<file path="config.mk">
export PLATFORM = sky130hd
export DESIGN_NAME = meta_array
export DESIGN_NICKNAME = d
export VERILOG_FILES = /design/src/rtl/meta_array.sv
export SDC_FILE = /design/constraint.sdc
export NUM_CORES = 1
export LEC_CHECK = 0
export CAP_MARGIN = 25
export CORE_AREA = 2 2 44 46
export DETAILED_ROUTE_END_ITERATION = 8
export DIE_AREA = 0 0 46 48
export PLACE_DENSITY = 0.86
export SLEW_MARGIN = 5
export SYNTH_ARGS = -nofsm -noshare
export SYNTH_HDL_FRONTEND = slang
export SYNTH_SLANG_ARGS = --single-unit
export TNS_END_PERCENT = 20
</file>
<file path="constraint.sdc">
create_clock -name clk -period 4.25 [get_ports clk]
set_input_delay 0.425 -clock clk [delete_from_list [all_inputs] [get_ports clk]]
set_output_delay 0.425 -clock clk [all_outputs]
set_load 0.01 [all_outputs]
</file>
<file path="src/rtl/meta_array.sv">
// rtl/meta_array.sv - resettable, flushable cache metadata array with masked writes
// Registered read port, independent write port, read-during-write forwarding, flush sequencer.
module meta_array #(
    parameter int                 s_index    = 3,
    parameter int                 width      = 1,
    parameter logic [width-1:0]   INIT_VALUE = {width{1'b0}}
) (
    input  logic               clk,
    input  logic               rst,
    input  logic               read,
    input  logic               load,
    input  logic [s_index-1:0] rindex,
    input  logic [s_index-1:0] windex,
    input  logic [width-1:0]   datain,
    input  logic [width-1:0]   wmask,
    input  logic               flush,
    output logic               busy,
    output logic [width-1:0]   dataout
);

    localparam int num_sets = 2 ** s_index;
    localparam logic [s_index-1:0] LAST_SET = s_index'(num_sets - 1);

    typedef enum logic {ST_IDLE, ST_FLUSH} state_t;

    state_t             r_state;
    state_t             w_next_state;
    logic [s_index-1:0] r_count;
    logic [width-1:0]   r_data [num_sets];
    logic [width-1:0]   r_dataout;
    logic [width-1:0]   w_merged;
    logic               w_idle;
    logic               w_last;

    assign w_idle   = (r_state == ST_IDLE);
    assign w_last   = (r_count == LAST_SET);
    assign w_merged = (r_data[windex] & ~wmask) | (datain & wmask);

    always_ff @(posedge clk or posedge rst) begin
        if (rst) begin
            r_state <= ST_IDLE;
        end else begin
            r_state <= w_next_state;
        end
    end

    always_comb begin
        w_next_state = r_state;
        case (r_state)
            ST_IDLE:  if (flush)  w_next_state = ST_FLUSH;
            ST_FLUSH: if (w_last) w_next_state = ST_IDLE;
            default:              w_next_state = ST_IDLE;
        endcase
    end

    always_comb begin
        busy    = (r_state == ST_FLUSH);
        dataout = r_dataout;
    end

    // The counter is cleared on exit so the walk ends after exactly one pass.
    always_ff @(posedge clk or posedge rst) begin
        if (rst) begin
            r_count <= '0;
        end else if (w_idle) begin
            r_count <= '0;
        end else if (w_last) begin
            r_count <= '0;
        end else begin
            r_count <= r_count + 1'b1;
        end
    end

    // A load in the flush-request cycle lands first; the walk overwrites it later.
    always_ff @(posedge clk or posedge rst) begin
        if (rst) begin
            for (int i = 0; i < num_sets; i++) begin
                r_data[i] <= INIT_VALUE;
            end
        end else if (!w_idle) begin
            r_data[r_count] <= INIT_VALUE;
        end else if (load) begin
            r_data[windex] <= w_merged;
        end
    end

    always_ff @(posedge clk or posedge rst) begin
        if (rst) begin
            r_dataout <= INIT_VALUE;
        end else if (w_idle && read) begin
            if (load && (rindex == windex)) begin
                r_dataout <= w_merged;
            end else begin
                r_dataout <= r_data[rindex];
            end
        end
    end

endmodule
</file>
==> results of run 1 <==
cells in the mapped netlist (all sizes together):
cell	number	area share [%]
a2111oi	1	3.1
a2bb2oi	1	0.99
a31o	1	0.99
a32oi	1	0.99
a41oi	1	0.99
and2	2	1.4
and2b	1	0.85
and3b	1	0.99
buf	3	3.1
clkbuf	1	0.42
clkinv	1	0.42
dfrtp	13	37
ha	2	2.8
inv	6	2.5
mux2i	6	6.8
mux4	1	2.5
nand2	10	4.2
nand2b	5	3.5
nand3	2	1.1
nand3b	1	0.85
nand4	1	0.71
nor2	3	1.3
nor2b	2	2.3
nor3	1	0.56
nor3b	1	0.85
o211ai	5	4.2
o21ai	1	0.99
o221ai	1	0.99
o311ai	2	2.0
o31ai	7	5.9
o41ai	2	2.0
xnor2	3	3.0
layer usage:
metal  GRT usage, %  wire [um]  up-vias
li1               -          -      361
met1          25.12        854      358
met2          40.28       1011       28
met3          4.151         91        6
met4          13.14         46        0
met5              0          0        -
final cells by class:
type	count	area, sq um
clock buffers	4	26.28
fillers	157	645.6
inverters	7	26.28
multi-input cells	65	504.2
flip-flops and latches	13	325.3
well taps	17	21.27
repair buffers	14	140.1
worst paths after layout:
kind	from	end
setup / recovery	windex[1]	r_data[6]
hold / removal	rst	r_data[1]
setup reg to reg	r_data[5]	r_data[6]
hold reg to reg	dataout	dataout
max in group asynchronous	rst	r_data[2]
min in group clk	dataout	dataout
through the flow:
stage,area (sq um),hold WS [ns],total power (uW),setup WS (ns)
finish,1044,0.4618,465.8,2.108
detailed placement,1017,0.4827,390.8,1.811
global placement,1017,0.4833,383.1,1.901
global route,1044,0.5173,504.7,1.998
CTS,1044,0.4821,467.5,2.103
floorplan,887.1,0.3020,325.5,2.592
sequential cells by signal, indices dropped and copies added (netlist names):
register and cells:
busy 1, r_count 3, dataout 1, r_data 8
cell families (layout without fill, tap and decap cells):
group / Yosys count / after routing / share of synthesized area, %
buffers and inverters: 11 / 25 / 6.486
adders and majority gates: 2 / 2 / 2.820
AOI/OAI and AO/OA: 23 / 23 / 23.13
and+or+nand+nor: 30 / 30 / 18.62
DFF: 13 / 13 / 36.67
muxes: 7 / 7 / 9.309
xor gates and xnor gates: 3 / 3 / 2.962
where the power goes:
part	switching, uW	internal, uW	total (uW)
Sequential	46.8	164	210
Combinational	86.3	91.6	178
Clock	41.0	36.4	77.4
Total	174	292	466
critical path, stage by stage:
cell and delay, ns:
clkdlybuf4s50_1 0.69, mux2i_1 0.27, o21ai_2 0.10, a2111oi_4 0.61
o31ai_1 0.18
==> metrics.txt, run 1 <==
syn_nets around 100; drt first pass iters 4; die area between 2000 and 2500 sq um; Ant. Diodes 0; die width ~46 um; first-pass GRT wire length approximately 3.4 mm; DR vias approximately 750; Die Span Y 48 um; gr usage total a little under a quarter; DRT antenna net count 0; Worst Clk Skew 0.001556 ns; Seq/Total Area, Yosys a little under two fifths; flop2flop setup slack about 2.6 ns; Post-CTS Resized 0; CORE AREA roughly 1700 sq um; clock buffer depth 2; GR Overflow Total 0; Setup CP Type in2reg; clk_lat worst skew approximately 0.28 ns; highest clock rate around 470 MHz; CP Launch Type input port; FF+latch count, synth 13; DR vias/cell 6.275; Slew Viols, Final 0; critical path arrival roughly 2.3 ns; worst vdd ir 0.2570 mV; crit path time final 2.143 ns; setup TNS 0 ns; Root Buffer clkbuf_4; synthesized area 887.1 sq um; WL/cell ~17 um; leading cell type in the layout, fill and taps excluded clkdlybuf4s50_1; RSZ-0062 raised after global routing false; layout cells sized above 1 6.796%; final core utilization around 62%; cts bufs inserted 3; initial core utilization 52.52%; I/O Buffers 14; Worst Reg-to-Reg Cells 4; final layout net count around 120; GPL Wtd Cong approximately 0.81; clock transition at the registers of the reported paths about 0.08 ns; final setup vio count 0; HP Class in2async; placed cell count approximately 120; CTS tree built; DRC violations left 0; Post-Synthesis Cells roughly 90; vias in the first global route 764; P per Cell Area ~450 nW/um^2; pin count of the biggest net entering global routing 14; Leak approximately 0.00044 uW; number of max-cap violations 0; syn_area_per_cell approximately 10 sq um; Distinct cells, synth 34; CP Capture Type register; Slew @ Worst Pin 0.5641 ns; most frequent cells in the layout 14 x clkdlybuf4s50_1, 13 x dfrtp_1, 10 x nand2_1; Clock Sinks 13; crit-path max FO 9; area grow syn2layout 17.63%; DRT Wirelength between 2 and 2.5 mm; YS warnings 0; worst rel slew slack 62.39%; CP Data Required Time 4.39 ns; Tcrit/Tclk final 50.41%; initial antenna violation count 0; Setup Buffers After CTS 0; hpwl dp about 1.6 mm; row count 15; Initial DRC Count 20; I/O pin cnt 15; CTS Hold Buffers Added 0; status complete, no violations; Fin. Hold Viols 0; CTS H-tree lvls 1; Finished Layout Cells 120
Power figures use the tool's default switching activity.
==> inputs of run 2 (changes only) <==
--- a/config.mk
+++ b/config.mk
@@ -6,10 +6,10 @@
 export NUM_CORES = 1
 export LEC_CHECK = 0
 export CAP_MARGIN = 25
-export CORE_AREA = 2 2 44 46
+export CORE_AREA = 2 2 47 49
 export DETAILED_ROUTE_END_ITERATION = 8
-export DIE_AREA = 0 0 46 48
-export PLACE_DENSITY = 0.86
+export DIE_AREA = 0 0 49 51
+export PLACE_DENSITY = 0.8
 export SLEW_MARGIN = 5
 export SYNTH_ARGS = -nofsm -noshare
 export SYNTH_HDL_FRONTEND = slang
==> constraint.sdc (replaced) <==
create_clock -name clk -period 1.9 [get_ports clk]
set_input_delay 0.19 -clock clk [delete_from_list [all_inputs] [get_ports clk]]
set_output_delay 0.19 -clock clk [all_outputs]
set_load 0.01 [all_outputs]
==> run 2 against run 1 <==
  * Setup slack worse by 1.9 ns
  * Register-to-register slack worse by 2.2 ns
  * Wire length grew 2.7%
  * Critical path depth rose by 2
  * Cell area up 7.8%
  * Non-clock buffer count grew 9
  * Count of clock-buffer cells in the layout did not move
  * First-iteration DRC count shrank 35%
  * Flip-flop and latch count stayed put
  * Sequential power up 120%
  * Combinational power rose by 130%
  * Critical path type unchanged
==> metrics.txt, run 2 (synthesized netlist as in run 1, its figures left out) <==
status complete, no violations; clk_lat worst skew 0.27 ns (about the same); CP Data Required Time 2.05 ns (-2.34 ns); worst rel slew slack 67.82% (+5.4 points); Slew @ Worst Pin 0.4822 ns (-0.08187 ns); highest clock rate 588.9 MHz; most frequent cells in the layout 14 x clkdlybuf4s50_1, 13 x dfrtp_1, 10 x nand2_1; Largest regs r_data: 8 flops, r_count: 3 flops; die area 2499 sq um (+13%); final setup vio count 0 (unchanged); first-pass GRT wire length 3.746 mm (+9.5%); P per Cell Area 932.4 nW/um^2 (+110%); Fin. Hold Viols 0 (unchanged); Tcrit/Tclk final about nine tenths; Die Span Y 51 um (+6.3%); WL/cell 14.71 um (-12%); CP Launch Type input port; slowest cell delay on critical path 0.63 ns (-0.06 ns); GRT met3 Usage 5.556% (+1.4 points); Worst Clk Skew 0.0008042 ns (-0.0007518 ns); area grow syn2layout 26.80%; CP Capture Type register; Post-CTS Resized 0 (unchanged); max reg flops 8 (unchanged); initial core utilization 43.00% (-9.5 points); GPL Wtd Cong 0.8422 (+3.7%); Slew Viols, Final 0 (unchanged); slowest CP cell clkdlybuf4s50_1; DRT Wirelength 2.059 mm (+2.7%); CTS Hold Buffers Added 0 (unchanged); initial antenna violation count 0 (unchanged); Clock Sinks 13 (unchanged); DR vias 768 (+2.0%); Root Buffer clkbuf_4; GR Overflow Total 0 (unchanged); Worst Reg-to-Reg Cells 5 (+1); worst vdd ir 0.5035 mV (+96%); CTS tree built; hpwl dp 1.637 mm (+2.9%); RSZ-0062 raised after global routing false; die width 49 um (+6.5%); critical path arrival 1.85 ns (-0.43 ns); most frequent CP cell buf_4; met2 usage 34.47% (-5.8 points); most flop-heavy register r_data; clock transition at the registers of the reported paths 0.07 ns (about the same); vias in the first global route 827 (+8.2%); I/O pin cnt 15 (unchanged); cts bufs inserted 3 (unchanged); CTS H-tree lvls 1 (unchanged); layout cells sized above 1 14.29% (+7.5 points); Initial DRC Count 13 (-35%); I/O Buffers 14 (unchanged); crit-path max FO 9 (unchanged); post-route cell area 1125 sq um (+7.8%); drt first pass iters 5 (+1); DR vias/cell 5.486 (-13%); pin count of the biggest net entering global routing 14 (unchanged); number of max-cap violations 0 (unchanged); leading cell type in the layout, fill and taps excluded clkdlybuf4s50_1; gr busiest metal met2; DRC violations left 0 (unchanged); Finished Layout Cells 140 (+17%); Ant. Diodes 0 (unchanged); Setup Buffers After CTS 0 (unchanged); CORE AREA 2063 sq um (+22%); crit path time final between 1.5 and 2 ns; final layout net count 128 (+7.6%); final core utilization 54.52% (-7.3 points); clock buffer depth 2 (unchanged); Leak 0.0004800 uW (+9.9%); row count 17 (+2); Setup CP Type in2reg; HP Class in2async; DRT antenna net count 0 (unchanged); gr usage total 19.61% (-3.0 points); Cell Area, Placed 1099 sq um (+8.0%); placed cell count 136 (+17%); met1 usage 22.26% (-2.9 points); crit-path cells clkdlybuf4s50_1 -> buf_4 -> nand3_1 -> o21ai_2 -> a2111oi_4 -> buf_4 -> o41ai_1
==> run 2: final timing paths <==
check | from | to | slack [ns]
worst max register to register | r_data[2] | r_data[0] | 0.39
worst min register to register | dataout | dataout | 0.50
min in group clk | flush | busy | 0.47
max in group asynchronous | rst | dataout | 1.34
worst min-delay path | rst | r_data[7] | 0.23
worst max-delay path | windex[1] | r_data[0] | 0.20
==> run 2: layer usage <==
metal	share of wire, %	wire length [um]	vias up
met5	0	0	-
met4	0	0	0
met3	5.8	119	0
met2	52	1061	23
met1	43	878	366
li1	-	-	379
==> run 2: layout make-up <==
class | instances | area [sq um]
Clock buffer | 4 | 26.28
Inverter | 7 | 26.28
Sequential cell | 13 | 325.3
Multi-Input combinational cell | 65 | 504.2
Fill cell | 214 | 938.4
Tap cell | 28 | 35.03
Timing Repair Buffer | 23 | 207.7
==> run 2: through the flow <==
| stage | power (uW) | setup WS (ns) | hold slack [ns] | TNS [ns] |
|---|---|---|---|---|
| after floorplan | 728.1 | 0.4769 | 0.06696 | 0 |
| after global placement | 875.6 | -0.002048 | 0.4897 | -0.002048 |
| after detailed placement | 892.1 | -0.08622 | 0.4885 | -0.6370 |
| after CTS | 1065 | 0.1992 | 0.2345 | 0 |
| after global routing | 1150 | 0.09643 | 0.2667 | 0 |
| final | 1049 | 0.2019 | 0.2335 | 0 |
==> run 2: critical path: cells and delay by family <==
family,cells,cell delay [ns]
buf+inv,3,1.00
simple gates,1,0.09
compound gates,3,0.56
==> run 2: power by group <==
part           switching, uW  internal [uW]  leakage (uW)
logic                    198            219      0.000295
registers                104            366      0.000170
clock network           80.6           81.3     0.0000150
==> inputs of run 3 (changes only) <==
--- a/config.mk
+++ b/config.mk
@@ -7,6 +7,7 @@
 export LEC_CHECK = 0
 export CAP_MARGIN = 25
 export CORE_AREA = 2 2 47 49
+export CTS_BUF_LIST = sky130_fd_sc_hd__clkbuf_8 sky130_fd_sc_hd__clkbuf_16
 export DETAILED_ROUTE_END_ITERATION = 8
 export DIE_AREA = 0 0 49 51
 export PLACE_DENSITY = 0.8
@@ -14,4 +15,4 @@
 export SYNTH_ARGS = -nofsm -noshare
 export SYNTH_HDL_FRONTEND = slang
 export SYNTH_SLANG_ARGS = --single-unit
-export TNS_END_PERCENT = 20
+export TNS_END_PERCENT = 1
==> run 3 against run 2 <==
  * Count of clock-buffer cells in the layout fell by 1
  * Critical endpoint unchanged
  * Maximum frequency fell by 1.9%
  * First-iteration DRC count fell by 7.7%
  * Clock power rose by 45%
  * Core utilization rose by 0.91 points
  * Final cell count did not move
  * Flip-flop and latch count did not move
  * Combinational power barely moved
  * Critical path type unchanged
  * Cell area rose by 1.7%
  * Die area did not move
==> metrics.txt, run 3 (synthesized netlist as in run 1, its figures left out) <==
status complete, no violations; CP Buf/Inv Count 3 (unchanged); Comb power frac 37.2% (-2.6 points); Largest regs r_data: 8 flops, r_count: 3 flops; Setup Buffers After CTS 0 (unchanged); Clk pwr share 20.9% (+5.5 points); clock transition at the registers of the reported paths 0.05 ns (-0.02 ns); critical path arrival 1.85 ns (about the same); die width 49 um (unchanged); Fillers 209 (-2.3%); HP Class in2async; post-route cell area 1144 sq um (+1.7%); share of power burned in registers 41.9% (-2.9 points); slowest cell delay on critical path 0.63 ns (about the same); final layout net count 128 (unchanged); crit-path cells clkdlybuf4s50_1 -> buf_4 -> nand3_1 -> o21ai_2 -> a2111oi_4 -> buf_4 -> o41ai_1; DR vias/cell 5.629 (+2.6%); top sig layer met4; Cell Area, Placed 1099 sq um (unchanged); CP Launch Type input port; cts bufs inserted 3 (unchanged); Net Sw Power 395.2 uW (+3.5%); Worst R2R Start r_data[2]; slowest CP cell clkdlybuf4s50_1; DRT antenna net count 0 (unchanged); clock buffer depth 2 (unchanged); I/O Buffers 14 (unchanged); most frequent CP cell buf_4; worst rel slew slack 67.86% (about the same); CP Data Required Time 2.02 ns (-0.03 ns); Root Buffer clkbuf_8; DRT Wirelength 2.087 mm (+1.4%); clk_lat worst skew 0.24 ns (-0.03 ns); GR Overflow Total 0 (unchanged); pin count of the biggest net entering global routing 14 (unchanged); highest clock rate 577.4 MHz (-1.9%); cell family with most CP delay buffers and inverters; initial antenna violation count 0 (unchanged); gr usage total 19.80% (+0.19 points); Clock Sinks 13 (unchanged); DRC violations left 0 (unchanged); worst vdd ir 0.5785 mV (+15%); RSZ-0062 raised after global routing false; smallest hold slack 0.2636 ns (+0.03016 ns); Worst Clk Skew 0.003560 ns (+0.002755 ns); initial core utilization 43.00% (unchanged); GPL Wtd Cong 0.8422 (unchanged); WL/cell 14.91 um (+1.4%); crit path time final 1.732 ns (+0.03367 ns); DR vias 788 (+2.6%); met3 wire len 132 um (+11%); flop2flop setup slack 0.39 ns (about the same); vias in the first global route 822 (-0.60%); CTS Hold Buffers Added 0 (unchanged); area grow syn2layout 28.91%; CP Capture Type register; row count 17 (unchanged); M1 WL 882 um (+0.46%); Worst Reg-to-Reg Cells 5 (unchanged); layout cells sized above 1 14.29% (unchanged); Ant. Diodes 0 (unchanged); most frequent cells in the layout 14 x clkdlybuf4s50_1, 13 x dfrtp_1, 10 x nand2_1; Int Pwr 728.9 uW (+9.3%); Tcrit/Tclk final 91.15% (+1.8 points); first-pass GRT wire length 3.760 mm (+0.37%); Fin. Hold Viols 0 (unchanged); Slew @ Worst Pin 0.4816 ns (-0.0006478 ns); final core utilization 55.43% (+0.91 points); number of max-cap violations 0 (unchanged); Post-CTS Resized 0 (unchanged); drt first pass iters 4 (-1); CTS tree built; max reg flops 8 (unchanged); Leak 0.0004919 uW (+2.5%); I/O pin cnt 15 (unchanged); met2 wire len 1.033 mm (-2.6%); final setup vio count 0 (unchanged); hpwl dp 1.637 mm (unchanged); Die Span Y 51 um (unchanged); P per Cell Area 982.9 nW/um^2 (+5.4%); most flop-heavy register r_data; Setup CP Type in2reg; Reg-to-Reg End r_data[0]; CTS H-tree lvls 1 (unchanged); Slew Viols, Final 0 (unchanged); crit-path max FO 9 (unchanged); Sw Ratio 35.16% (-1.3 points); die area 2499 sq um (unchanged); leading cell type in the layout, fill and taps excluded clkdlybuf4s50_1; CORE AREA 2063 sq um (unchanged); Initial DRC Count 12 (-1)
==> run 3: changes by cell type in the layout (fill, tap and decap cells not counted) <==
cell / previous run / this run
clkbuf_1: 1 / 0
clkbuf_4: 3 / 0
clkbuf_8: 0 / 3
inv_1: 6 / 7
==> run 3: final cells by class <==
cell class                      count  area (sq um)  share of cell area, %
Multi-Input combinational cell     65         504.2                  44.09
Clock inverter                      1         3.754                 0.3282
Inverter                            7         26.28                  2.298
Timing Repair Buffer               23         207.7                  18.16
Tap cell                           28         35.03                  3.063
Sequential cell                    13         325.3                  28.45
Clock buffer                        3         41.29                  3.610
==> run 3: worst max path at each step <==
stage	start	end	depth (start not counted)
finish	windex[1]	r_data[0]	7
global route	windex[1]	dataout	7
CTS	windex[1]	r_data[7]	6
detailed placement	windex[1]	r_data[7]	6
global placement	windex[1]	r_data[0]	7
floorplan	windex[0]	dataout	5
==> run 3: metrics by stage <==
step / TNS (ns) / setup WS, ns / instances / power, uW
after global routing: 0 / 0.05016 / 140 / 1218
final: 0 / 0.1682 / 140 / 1124
after floorplan: 0 / 0.4769 / 89 / 728.1
after global placement: -0.002048 / -0.002048 / 136 / 875.6
after CTS: 0 / 0.1566 / 140 / 1135
after detailed placement: -0.6370 / -0.08622 / 136 / 892.1
==> run 3: power groups by stage <==
stage | combinational, uW | clock, uW | sequential, uW
6_report | 418 | 235 | 471
5_1_grt | 472 | 256 | 490
4_1_cts | 423 | 244 | 468
3_5_place_dp | 420 | 0 | 472
3_3_place_gp | 407 | 0 | 469
2_1_floorplan | 291 | 0 | 437
==> run 3: worst reg2reg max path, stage by stage (launching register included) <==
cell and delay (ns):
dfrtp_1 0.39, mux2i_1 0.10, nor3_1 0.28, a2111oi_4 0.05, buf_4 0.18, o41ai_1 0.38
==> run 3: layer usage <==
metal,track usage (%),vias up
met1,22.45,375
met5,0,-
met4,10.48,0
li1,-,376
met2,34.93,33
met3,4.386,4
